`config.mk`:
```
export PLATFORM = sky130hd
export DESIGN_NAME = fifo_reader
export DESIGN_NICKNAME = d
export VERILOG_FILES = /design/src/rtl/fifo_reader.sv
export SDC_FILE = /design/constraint.sdc
export NUM_CORES = 1
export LEC_CHECK = 0
export BUFFER_PORTS_ARGS = -buffer_cell sky130_fd_sc_hd__buf_2
export CAP_MARGIN = 20
export CORE_AREA = 2 2 57 59
export DETAILED_ROUTE_END_ITERATION = 7
export DIE_AREA = 0 0 59 61
export PLACE_DENSITY = 0.87
export SYNTH_ARGS = -nofsm -noshare
export SYNTH_HDL_FRONTEND = slang
export SYNTH_SLANG_ARGS = --single-unit
```
`constraint.sdc`:
```
create_clock -name clk -period 3.9 [get_ports clk]
set_clock_uncertainty 0.05 [all_clocks]
set_input_delay 0.195 -clock clk [delete_from_list [all_inputs] [get_ports clk]]
set_output_delay 0.195 -clock clk [all_outputs]
set_load 0.02 [all_outputs]
```
`src/rtl/fifo_reader.sv`:
```
// Read-side burst engine for the synchronous fifo: pops a programmed number of
// words and presents them on a valid/ready stream through a 2-entry skid buffer.
module fifo_reader #(
  parameter int DATA_SIZE = 8,
  parameter int LEN_SIZE  = 4
) (
  input  logic                 clk,
  input  logic                 rst,
  input  logic                 start,
  input  logic [LEN_SIZE-1:0]  burst_len,
  input  logic                 fifo_empty,
  input  logic [DATA_SIZE-1:0] fifo_data,
  input  logic                 fifo_underflow,
  output logic                 fifo_pop,
  output logic                 m_valid,
  output logic [DATA_SIZE-1:0] m_data,
  input  logic                 m_ready,
  output logic                 busy,
  output logic                 done,
  output logic [LEN_SIZE-1:0]  word_count,
  output logic                 underflow_err
);

  typedef enum logic [1:0] {IDLE, RUN, DRAIN, DONE} state_t;

  localparam logic [LEN_SIZE-1:0] LEN_ONE = LEN_SIZE'(1);

  state_t               state;
  state_t               state_nxt;
  logic [LEN_SIZE-1:0]  pops_left;
  logic                 inflight;
  logic [1:0]           occ;
  logic [DATA_SIZE-1:0] buf_head;
  logic [DATA_SIZE-1:0] buf_tail;
  logic                 xfer;
  logic                 start_ok;
  logic [2:0]           level;

  assign xfer     = m_valid && m_ready;
  assign start_ok = (state == IDLE) && start;
  // Buffer slots still claimed after this cycle's handshake; never exceeds 2.
  assign level    = {1'b0, occ} + {2'b00, inflight} - {2'b00, xfer};

  always_comb begin
    state_nxt = state;
    fifo_pop  = 1'b0;
    case (state)
      IDLE: begin
        if (start) state_nxt = (burst_len == '0) ? DONE : RUN;
      end
      RUN: begin
        fifo_pop = (pops_left != '0) && !fifo_empty && (level < 3'd2);
        if (fifo_pop && (pops_left == LEN_ONE)) state_nxt = DRAIN;
      end
      DRAIN: begin
        // Leave as the last word is handshaked so done lands one cycle later.
        if (!inflight && ((occ == 2'd0) || ((occ == 2'd1) && xfer))) state_nxt = DONE;
      end
      DONE: state_nxt = IDLE;
      default: state_nxt = IDLE;
    endcase
  end

  always_ff @(posedge clk) begin
    if (rst) begin
      state         <= IDLE;
      pops_left     <= '0;
      inflight      <= 1'b0;
      word_count    <= '0;
      underflow_err <= 1'b0;
    end else begin
      state    <= state_nxt;
      inflight <= fifo_pop;

      if (start_ok) pops_left <= burst_len;
      else if (fifo_pop) pops_left <= pops_left - LEN_ONE;

      if (start_ok) word_count <= '0;
      else if (xfer) word_count <= word_count + LEN_ONE;

      if (start_ok) underflow_err <= 1'b0;
      else if (busy && fifo_underflow) underflow_err <= 1'b1;
    end
  end

  always_ff @(posedge clk) begin
    if (rst) begin
      occ      <= 2'd0;
      buf_head <= '0;
      buf_tail <= '0;
    end else begin
      case ({inflight, xfer})
        2'b01: begin
          buf_head <= buf_tail;
          occ      <= occ - 2'd1;
        end
        2'b10: begin
          if (occ == 2'd0) buf_head <= fifo_data;
          else buf_tail <= fifo_data;
          occ <= occ + 2'd1;
        end
        2'b11: begin
          if (occ == 2'd1) begin
            buf_head <= fifo_data;
          end else begin
            buf_head <= buf_tail;
            buf_tail <= fifo_data;
          end
        end
        default: ;
      endcase
    end
  end

  assign m_valid = (occ != 2'd0);
  assign m_data  = buf_head;
  assign busy    = (state != IDLE);
  assign done    = (state == DONE);

endmodule

```
# Yosys cells after proc, flatten, opt, wreduce, memory -nomap -nowiden
# Cells that the tools add are included.
op_classes:
  magnitude_cmp: 1
  n_eq_ne: 14
  add_sub_neg: 6
  reduce_logical: 25
  mux: 15
ops:
  columns: ["op", "count"]
  rows:
  - ["$mux 8", 4]
  - ["$pmux 8 s3", 1]
  - ["$pmux 8 s2", 1]
  - ["$ne 2x2->1 const B", 6]
  - ["$reduce_bool 2->1", 5]
  - ["$eq 2x2->1 const B", 4]
  - ["$logic_and 1x1->1", 8]
  - ["$mux 2", 4]
  - ["$mux 4", 2]
  - ["$pmux 2 s4", 1]
  - ["$eq 2x1->1 const B", 3]
  - ["$reduce_and 3->1", 2]
  - ["$add 4x1->4 const B", 1]
  - ["$eq 4x1->1 const B", 1]
  - ["$logic_not 2->1", 2]
  - ["$logic_not 4->1", 1]
  - ["$pmux 2 s2", 1]
  - ["$reduce_bool 4->1", 1]
  - ["$sub 4x1->4 const B", 1]
  - ["$add 2x1->3", 1]
  - ["$lt 3x2->1 const B", 1]
  - ["$reduce_bool 3->1", 1]
  - ["$sub 3x1->3", 1]
  - ["$add 2x1->2 const B", 1]
  - ["other kinds (6)", 7]
totals:
  regBits: 30
  out_inout_bits: 17
  elab_cells: 69
  inputBits: 18

# Depth between registers and ports, before layout
# Gate-level depths: netlist of run 1.
depth:
  word_depth: 8
  ltp_mapped: 13
  mapped_depth_nobuf: 12

# Least setup slack after synthesis of run 1
# OpenSTA, ideal clock, no wires.
synth_path:
  path_type: "flip-flop to flip-flop"
  startpoint: "register occ[1]"
  endpoint: "register pops_left[1]"
  n_path_buf: 1
  synth_period_minus_slack_ns: 2.990
  required_time_ns: 3.774
  path_stages_with_launch: 14
  arrival_ns: 2.864
  path_slack_ns: 0.910
  cell_sequence: "dfxtp_1 > inv_1 > ha_1 > nor2b_2 > buf_2 > inv_1 > nor2_1 > o21ai_0 > fa_1 > nor2b_1 > nand4_1 > inv_1 > mux2_4 > o22ai_1"
synth_via:
  elab_chain_cells: 7
synth_rtl:
  columns: ["element", "line_no", "rtl"]
  rows:
  - ["start, declared", "32", "logic [1:0] occ;"]
  - ["start signal, assigned", "95", "occ <= occ - 2'd1;"]
  - ["start signal, assigned", "100", "occ <= occ + 2'd1;"]
  - ["parallel branches: the longest is 2 deep, another holds $add 2x1->3", null, null]
  - ["$sub 3x1->3 (*)", "42", "assign level = {1'b0, occ} + {2'b00, inflight} - {2'b00, xfer};"]
  - ["$lt 3x2->1 (*)", "52", "fifo_pop = (pops_left != '0) && !fifo_empty && (level < 3'd2);"]
  - ["$logic_and 1x1->1 (*)", "52", null]
  - ["$mux 1 (*)", "47", "case (state)"]
  - ["via fifo_pop", "14", "output logic fifo_pop,"]
  - ["$reduce_bool 2->1 (no source line) (*)", null, null]
  - ["end signal, assigned", "75", "if (start_ok) pops_left <= burst_len;"]
  - ["end signal, assigned", "76", "else if (fifo_pop) pops_left <= pops_left - LEN_ONE;"]
  - ["end, declared", "30", "logic [LEN_SIZE-1:0] pops_left;"]
# Mark *: on every way through the listed nets, which the timed path passes.
# A chain may end at the register's enable or synchronous reset.

# Worst setup path after layout of run 1
layout_path:
  startpoint: "register occ[1]"
  endpoint: "output port fifo_pop"
layout_via:
  elab_chain_cells: 6
layout_rtl:
  columns: ["element", "line_no"]
  rows:
  - ["parallel branches: the longest is 2 deep, another holds $add 2x1->3", null]
  - ["$sub 3x1->3 (*)", "42"]
  - ["$lt 3x2->1 (*)", "52"]
  - ["$logic_and 1x1->1 (*)", "52"]
  - ["$mux 1 (*)", "47"]
  - ["end, declared", "14"]
# Every way passes the cells marked *.

==> impl_metrics.py, run 1 <==
metrics = {
    "status": {
        "status": "completed",
    },
    "worst_setup_path": {
        "critPathLaunchType": "register",
        "crit_path_end_kind": "primary output",
        "cp.required_ps": 3650,
        "path_class": "register to primary output",
        "cp_max_fo": 8,
        "arrival_ps": 3160,
    },
    "power_and_ir_drop": {
        "ir_drop_mv": 0.356,
        "p_total_mw": 1.26,
        "p_leak_nw": 0.786,
        "power_density_nw_per_um2": 709,
    },
    "clocking": {
        "cts_inserted_buffers": 5,
        "cts-resized-gates": 0,
        "cts-root-buf": "clkbuf_4",
        "h-tree-depth": 2,
        "cts_tree": "built",
        "clockBufferDepth": 2,
        "clk_latency_ps": 330,
        "path_clk_slew_ps": 90,
        "cts.sinks": 30,
        "cts_setup_buffers": 0,
        "ctsHoldBuffers": 0,
    },
    "synth": {
        "synth_edf_count": 0,
        "synthDistinctLibCells": 35,
        "synth_ff_type": "dfxtp_1",
        "ys_ff_latch": 30,
        "synth.net_count": 195,
        "syn-cell-area_sq_um": 1520,
        "postSynthCellCount": 165,
        "yosysWarnings": 0,
        "async_flop_share": 0,
        "seq_area_frac_synth": 0.396,
        "synth_area_per_cell_sq_um": 9.18,
    },
    "layout": {
        "area_growth_pct": 17.3,
        "multi_input_area_sq_um": 846,
        "drive_gt1_frac": 0.243,
        "post-route-util": 0.602,
        "finalNetCount": 231,
        "antenna_cells": 0,
        "regArea_sq_um": 601,
        "fillers": 277,
    },
    "floorplan": {
        "core_area_sq_um": 2950,
        "rows": 20,
        "start_util": 0.513,
        "io_pins": 35,
        "dieArea_sq_um": 3600,
        "die_width_um": 59,
        "die_height_um": 61,
    },
    "sta": {
        "fmax_mhz": 294,
        "tightest_slew_ps": 627,
        "slew_headroom": 0.582,
        "hold_violations": 0,
        "timing.hold.ws_ps": 42.3,
        "rsz0062_at_grt": "no",
        "fin_crit_ps": 3400,
        "setup_violations": 0,
        "finalCritPeriodShare": 0.873,
        "slew_violations": 0,
        "setup_tns_ps": 0,
    },
    "routing": {
        "firstDrtPassIters": 4,
        "avgViaCountPerCell": 5.49,
        "wl_per_cell_um": 12.6,
        "wl_mm": 2.97,
        "drt_iter0_markers": 25,
        "drc": 0,
        "dr_total_vias": 1290,
        "postRouteAntennaNets": 0,
    },
    "grt": {
        "grtUsageTotal": 0.189,
        "antenna_found_initial": 0,
        "first_global_vias": 1162,
        "grt_pass1_wl_mm": 5.04,
        "grt_overflow_total": 0,
        "grt_max_degree": 27,
    },
    "placed_design": {
        "routabilityCongestion": 0.807,
        "hpwl_mm": 2.23,
        "port_buffers": 34,
    },
    "job": {
        "drv_cap": 0,
    },
    "worst_hold_path": {
        "hold_path.class": "primary input to register",
    },
}
[sequential cells by signal, summed over array words and instances (netlist names)]
signal / count
buf_tail: 8
m_data: 8
pops_left: 4
word_count: 4
occ: 2
state: 2
inflight: 1
underflow_err: 1
[cells by family after synthesis]
logic type | Yosys count | share of synthesized area
AO/OA/AOI/OAI | 29 | 0.153
XOR/XNOR | 7 | 0.0405
buffers and inverters | 17 | 0.0454
flip-flops | 30 | 0.396
AND/OR/NAND/NOR | 59 | 0.183
multiplexers | 11 | 0.0784
adder cells (fa/ha/maj) | 12 | 0.104
[per-layer routing]
metal | wire, um | global-route usage | share of wire | vias up
li1 | - | - | - | 649
met1 | 1350 | 0.232 | 0.46 | 593
met2 | 1360 | 0.308 | 0.46 | 45
met3 | 218 | 0.0746 | 0.073 | 3
met4 | 34 | 0.0552 | 0.011 | 0
met5 | 0 | 0 | 0 | -
[Yosys cell counts, types with 3 or more instances]
cell type | n | share of area
nor3_1 | 8 | 0.026
a221oi_1 | 8 | 0.046
a31o_2 | 3 | 0.017
dfxtp_1 | 30 | 0.40
nand2_1 | 6 | 0.015
mux2i_1 | 9 | 0.059
xor2_1 | 4 | 0.023
nor2_1 | 30 | 0.074
nand2b_1 | 3 | 0.012
inv_1 | 12 | 0.030
o21ai_0 | 4 | 0.013
xnor2_1 | 3 | 0.017
a21oi_1 | 6 | 0.020
ha_1 | 11 | 0.091
clkbuf_1 | 3 | 0.0074
or3_1 | 3 | 0.012
[cell type report]
class,instances,area share
Timing Repair Buffer,34,0.0957
Tap cell,33,0.0232
Sequential cell,30,0.338
Clock buffer,7,0.0253
Inverter,12,0.0253
Clock inverter,1,0.0169
Multi-Input combinational cell,118,0.476
[cells in the final DEF, fill, tap and decap left out, types with 2 or more instances in the layout]
cell	netlist	routed
xor2_1	4	4
ha_1	11	11
nand2_1	6	6
clkbuf_1	3	2
clkbuf_4	0	5
a311oi_1	2	2
mux2i_1	9	9
o21ai_0	4	4
buf_2	1	34
nor3_1	8	8
nor2_1	30	30
a31o_2	3	3
dfxtp_1	30	30
nand2b_1	3	3
a21oi_1	6	6
a221oi_1	8	8
xnor2_1	3	3
or3_1	3	3
a21oi_2	2	2
nand4_1	2	2
inv_1	12	12
[power breakdown]
group	internal [mW]	switching [mW]
clock	0.136	0.104
combinational	0.233	0.350
sequential	0.381	0.0569
total	0.750	0.511
[critical path, cell delays in order, from the launching register on]
cell	delay, ps
dfxtp_1	410
inv_1	80
ha_1	290
nor2b_2	340
inv_1	150
nor2_1	180
o21ai_0	140
fa_1	500
nor2b_1	160
nand4_1	200
inv_1	180
buf_2	190
[worst paths after layout]
check / depth (start not counted) / slack, ps / to / startpoint
worst min-delay path: 3 / 40 / underflow_err / fifo_underflow
worst min register to register: 2 / 410 / underflow_err / underflow_err
worst max register to register: 11 / 630 / pops_left[3] / occ[1]
worst max-delay path: 11 / 500 / fifo_pop / occ[1]
[per-stage QoR]
step	std cells	worst slack (ps)	instance area, sq um
final	235	497	1780
after CTS	235	466	1780
after floorplan	165	910	1520
after global placement	227	785	1700
after detailed placement	227	610	1700
after global routing	235	92.3	1780
No activity file was read; power rests on OpenSTA's default activity.
==> inputs of run 2 (changes only) <==
--- a/config.mk
+++ b/config.mk
@@ -10,7 +10,9 @@
 export CORE_AREA = 2 2 57 59
 export DETAILED_ROUTE_END_ITERATION = 7
 export DIE_AREA = 0 0 59 61
+export GPL_ROUTABILITY_DRIVEN = 0
 export PLACE_DENSITY = 0.87
+export SLEW_MARGIN = 20
 export SYNTH_ARGS = -nofsm -noshare
 export SYNTH_HDL_FRONTEND = slang
 export SYNTH_SLANG_ARGS = --single-unit
==> constraint.sdc (replaced) <==
create_clock -name clk -period 3.6 [get_ports clk]
set_clock_uncertainty 0.05 [all_clocks]
set_input_delay 0.18 -clock clk [delete_from_list [all_inputs] [get_ports clk]]
set_output_delay 0.18 -clock clk [all_outputs]
set_load 0.02 [all_outputs]
==> run 2 against run 1 <==
  * Final area fell by 0.21%
  * Routed wire length rose by 0.34%
  * First-iteration DRC count rose by 16%
  * Global-route usage fell by 0.48 points
  * Cell count rose by 0.43%
  * Total power rose by 4.6%
  * Hold slack got worse by 25 ps
  * Combinational power rose by 8.9%
  * Critical path type unchanged
  * Largest cell class unchanged
  * Highest routed layer unchanged
==> impl_metrics.py, run 2 (same netlist as run 1, synthesis figures left out) <==
metrics = {
    "clocking": {
        "path_clk_slew_ps": 100,
        "h-tree-depth": 2,
        "cts_inserted_buffers": 5,
        "ctsHoldBuffers": 0,
        "cts_tree": "built",
        "clk_latency_ps": 330,
        "clockBufferDepth": 2,
        "cts.sinks": 30,
        "cts_setup_buffers": 0,
        "cts-resized-gates": 0,
        "cts-root-buf": "clkbuf_4",
    },
    "grt": {
        "grt_pass1_wl_mm": 4.95,
        "antenna_found_initial": 0,
        "grtUsageTotal": 0.184,
        "grt_max_degree": 27,
        "first_global_vias": 1157,
        "grt_overflow_total": 0,
    },
    "power_and_ir_drop": {
        "clkPwrFrac": 0.161,
        "power_density_nw_per_um2": 743,
        "switchingPower_mw": 0.556,
        "seq_power_share": 0.358,
        "internal_power_mw": 0.763,
        "p_total_mw": 1.32,
        "p_leak_nw": 0.786,
        "sw_frac_of_total": 0.421,
        "ir_drop_mv": 0.431,
        "p_comb_frac": 0.481,
    },
    "layout": {
        "mostFrequentLayoutCells": "34 x buf_2, 30 x nor2_1, 30 x dfxtp_1",
        "drive_gt1_frac": 0.256,
        "finalNetCount": 232,
        "antenna_cells": 0,
        "post-route-util": 0.601,
        "final_area_sq_um": 1770,
        "fillers": 273,
        "final_common_cell": "buf_2",
        "area_growth_pct": 17.1,
    },
    "job": {
        "drv_cap": 0,
    },
    "worst_setup_path": {
        "cp.required_ps": 3370,
        "crit_top_cell": "inv_1",
        "max_stage_delay_ps": 510,
        "cp_max_fo": 7,
        "path_class": "register to primary output",
        "arrival_ps": 2970,
        "crit_path_end_kind": "primary output",
        "critPathSlowestCell": "fa_1",
        "critPathLaunchType": "register",
        "worstPathCellList": "inv_1, ha_1, nor2b_2, inv_1, nor2_1, o21ai_0, fa_1, nor2b_1, nand4_1, inv_1, buf_2",
    },
    "floorplan": {
        "core_area_sq_um": 2950,
        "die_width_um": 59,
        "dieArea_sq_um": 3600,
        "die_height_um": 61,
        "io_pins": 35,
        "rows": 20,
        "start_util": 0.513,
    },
    "routing": {
        "drc": 0,
        "wl_mm": 2.98,
        "dr_total_vias": 1284,
        "avgViaCountPerCell": 5.44,
        "firstDrtPassIters": 4,
        "drt_iter0_markers": 29,
        "postRouteAntennaNets": 0,
        "wl_per_cell_um": 12.6,
    },
    "sta": {
        "fin_crit_ps": 3200,
        "rsz0062_at_grt": "no",
        "finalCritPeriodShare": 0.888,
        "fmax_mhz": 313,
        "timing.hold.ws_ps": 17.6,
        "setup_violations": 0,
        "slew_violations": 0,
        "slew_headroom": 0.569,
        "tightest_slew_ps": 647,
        "setup_tns_ps": 0,
        "hold_violations": 0,
    },
    "placed_design": {
        "placed_cell_area_sq_um": 1710,
        "port_buffers": 34,
        "hpwl_mm": 2.27,
    },
    "worst_hold_path": {
        "hold_path.class": "primary input to register",
    },
    "status": {
        "status": "completed",
    },
}
## run 2: changes by cell type in the layout (fill, tap and decap cells not counted)
cell        previous run  this run
clkinvlp_4             0         1
bufinv_16              1         0
clkinv_2               0         1
clkbuf_8               0         1
buf_4                  0         1
clkbuf_1               2         0
## run 2: path summary, 6_finish.rpt
kind / slack (ps) / from / depth (start not counted) / to
worst max-delay path: 400 / occ[0] / 11 / fifo_pop
worst min-delay path: 20 / fifo_underflow / 3 / underflow_err
worst max register to register: 580 / occ[0] / 11 / pops_left[3]
worst min register to register: 420 / underflow_err / 2 / underflow_err
## run 2: cell type report
class	instances	area, sq um	share of cell area
clock inverter	2	12.5	0.00705
inverter	12	45.0	0.0254
clock buffer	6	51.3	0.0289
tap	33	41.3	0.0233
timing repair buffer	35	178	0.100
multi-input combinational	118	846	0.477
sequential	30	601	0.339
## run 2: worst max-delay path, delay by kind of cell (launching register included)
family | cells | cell delay, ps
adder cells (fa/ha/maj) | 2 | 820
flip-flops | 1 | 410
buffers and inverters | 4 | 550
AO/OA/AOI/OAI | 1 | 140
AND/OR/NAND/NOR | 4 | 710
## run 2: power by group through the flow
stage | logic (mW) | clock network [mW] | registers (mW)
finish | 0.635 | 0.212 | 0.472
detailed placement | 0.640 | 0 | 0.480
global placement | 0.623 | 0 | 0.476
CTS | 0.642 | 0.217 | 0.473
floorplan | 0.438 | 0 | 0.522
global route | 0.714 | 0.233 | 0.484
## run 2: metrics by stage
step | std cells | setup slack (ps)
after detailed placement | 228 | 615
final | 236 | 403
after CTS | 236 | 420
after floorplan | 165 | 610
after global placement | 228 | 735
after global routing | 236 | 133
## run 2: per-layer routing
| metal | GRT usage | wire, um | vias to the layer above |
|---|---|---|---|
| met5 | 0 | 0 | - |
| met4 | 0.0877 | 57 | 0 |
| met3 | 0.0490 | 163 | 8 |
| met2 | 0.314 | 1390 | 33 |
| met1 | 0.215 | 1370 | 589 |
| li1 | - | - | 654 |
==> inputs of run 3 (changes only) <==
==> config.mk (replaced) <==
export PLATFORM = sky130hd
export DESIGN_NAME = fifo_reader
export DESIGN_NICKNAME = d
export VERILOG_FILES = /design/src/rtl/fifo_reader.sv
export SDC_FILE = /design/constraint.sdc
export NUM_CORES = 1
export LEC_CHECK = 0
export CAP_MARGIN = 20
export CORE_AREA = 2 2 56 58
export DETAILED_ROUTE_END_ITERATION = 7
export DIE_AREA = 0 0 58 60
export DONT_BUFFER_PORTS = 1
export GPL_ROUTABILITY_DRIVEN = 0
export PLACE_DENSITY = 0.79
export SLEW_MARGIN = 20
export SYNTH_ARGS = -nofsm -noshare
export SYNTH_HDL_FRONTEND = slang
export SYNTH_SLANG_ARGS = --single-unit
==> run 3 against run 2 <==
  * Clock-buffer cell count unchanged
  * Final area decreased by 0.14%
  * Critical path depth stayed put
  * Sequential power rose by 14%
  * Register-to-register slack worse by 220 ps
  * Combinational power down 11%
  * Non-clock buffer count decreased by 17
  * Routed wire length increased by 18%
  * Critical path type unchanged
  * Critical endpoint unchanged
  * Cell count down 7.2%
==> impl_metrics.py, run 3 (same netlist as run 1, synthesis figures left out) <==
metrics = {
    "power_and_ir_drop": {
        "power_density_nw_per_um2": 744,
        "switchingPower_mw": 0.575,
        "ir_drop_mv": 0.461,
        "p_total_mw": 1.32,
        "seq_power_share": 0.408,
        "p_comb_frac": 0.429,
        "sw_frac_of_total": 0.436,
        "clkPwrFrac": 0.163,
        "p_leak_nw": 0.705,
        "internal_power_mw": 0.742,
    },
    "grt": {
        "antenna_found_initial": 0,
        "grt_pass1_wl_mm": 5.51,
        "grt_max_degree": 26,
        "first_global_vias": 1310,
        "grt_overflow_total": 0,
        "grtUsageTotal": 0.213,
    },
    "floorplan": {
        "core_area_sq_um": 2900,
        "rows": 20,
        "io_pins": 35,
        "start_util": 0.522,
        "die_height_um": 60,
        "die_width_um": 58,
        "dieArea_sq_um": 3480,
    },
    "routing": {
        "dr_total_vias": 1260,
        "wl_mm": 3.50,
        "postRouteAntennaNets": 0,
        "firstDrtPassIters": 4,
        "avgViaCountPerCell": 5.75,
        "wl_per_cell_um": 16.0,
        "drt_iter0_markers": 20,
        "drc": 0,
    },
    "worst_setup_path": {
        "critPathLaunchType": "register",
        "cp.required_ps": 3370,
        "crit_path_end_kind": "primary output",
        "path_class": "register to primary output",
        "cp_max_fo": 7,
        "arrival_ps": 3090,
    },
    "placed_design": {
        "placed_cell_area_sq_um": 1540,
        "port_buffers": 0,
        "hpwl_mm": 2.38,
    },
    "clocking": {
        "clk_latency_ps": 330,
        "h-tree-depth": 2,
        "cts_tree": "built",
        "cts_inserted_buffers": 5,
        "cts.sinks": 30,
        "clockBufferDepth": 2,
        "path_clk_slew_ps": 100,
        "cts-root-buf": "clkbuf_4",
    },
    "layout": {
        "finalNetCount": 215,
        "area_growth_pct": 16.9,
        "multi_input_area_sq_um": 851,
        "regArea_sq_um": 601,
        "post-route-util": 0.610,
        "final_area_sq_um": 1770,
        "fillers": 261,
        "drive_gt1_frac": 0.113,
        "mostFrequentLayoutCells": "30 x nor2_1, 30 x dfxtp_1, 14 x dlygate4sd3_1",
        "antenna_cells": 0,
    },
    "sta": {
        "setup_tns_ps": 0,
        "fin_crit_ps": 3320,
        "finalCritPeriodShare": 0.922,
        "setup_violations": 0,
        "timing.hold.ws_ps": 46.3,
        "tightest_slew_ps": 876,
        "hold_violations": 0,
        "slew_headroom": 0.414,
        "slew_violations": 0,
        "fmax_mhz": 301,
    },
    "status": {
        "status": "completed",
    },
    "worst_hold_path": {
        "hold_path.class": "primary input to register",
    },
    "job": {
        "drv_cap": 0,
    },
}
## run 3: stage by stage
step,worst slack [ps],cells
finish,281,219
global route,-24.3,219
CTS,10.7,216
detailed placement,171,194
global placement,506,194
floorplan,610,165
## run 3: worst paths after layout
path                      from      endpoint  slack (ps)  cells past startpoint
setup / recovery        occ[1]      fifo_pop         280                     11
hold / removal    fifo_data[4]     m_data[4]          50                      2
hold reg to reg    buf_tail[6]   buf_tail[6]         460                      2
setup reg to reg        occ[1]  pops_left[3]         360                     11
## run 3: worst max-delay path: stages (launching register included)
cell	delay [ps]
dfxtp_1	430
inv_1	100
ha_1	320
nor2b_4	200
inv_1	110
nor2_1	190
o21ai_0	170
fa_1	530
nor2b_1	170
nand4_1	190
inv_1	190
buf_4	170
## run 3: metal layers
layer	vias up	share of wire	GRT usage	routed length, um
met5	-	0	0	0
met4	0	0.017	0.0897	58
met3	7	0.068	0.0693	239
met2	39	0.52	0.394	1820
met1	595	0.40	0.220	1380
li1	619	-	-	-
## run 3: what timing repair did
item,CTS,global route
hold buffers,14,0
hold endpoints to repair,26,0
resized for setup,0,1
setup endpoints to repair,0,4
setup buffers,0,3
## run 3: area by class of cell
type | instances | area share
Inverter | 12 | 0.0254
Timing Repair Buffer | 18 | 0.0960
Sequential cell | 30 | 0.339
Clock buffer | 6 | 0.0290
Tap cell | 33 | 0.0233
Clock inverter | 2 | 0.00706
Multi-Input combinational cell | 118 | 0.480
## run 3: power groups by stage
stage          registers [mW]  clock network, mW  logic [mW]
2_1_floorplan           0.522                  0       0.438
3_3_place_gp            0.539                  0       0.490
3_5_place_dp            0.545                  0       0.523
4_1_cts                 0.537              0.222       0.542
5_1_grt                 0.549              0.237       0.635
6_report                0.537              0.215       0.565
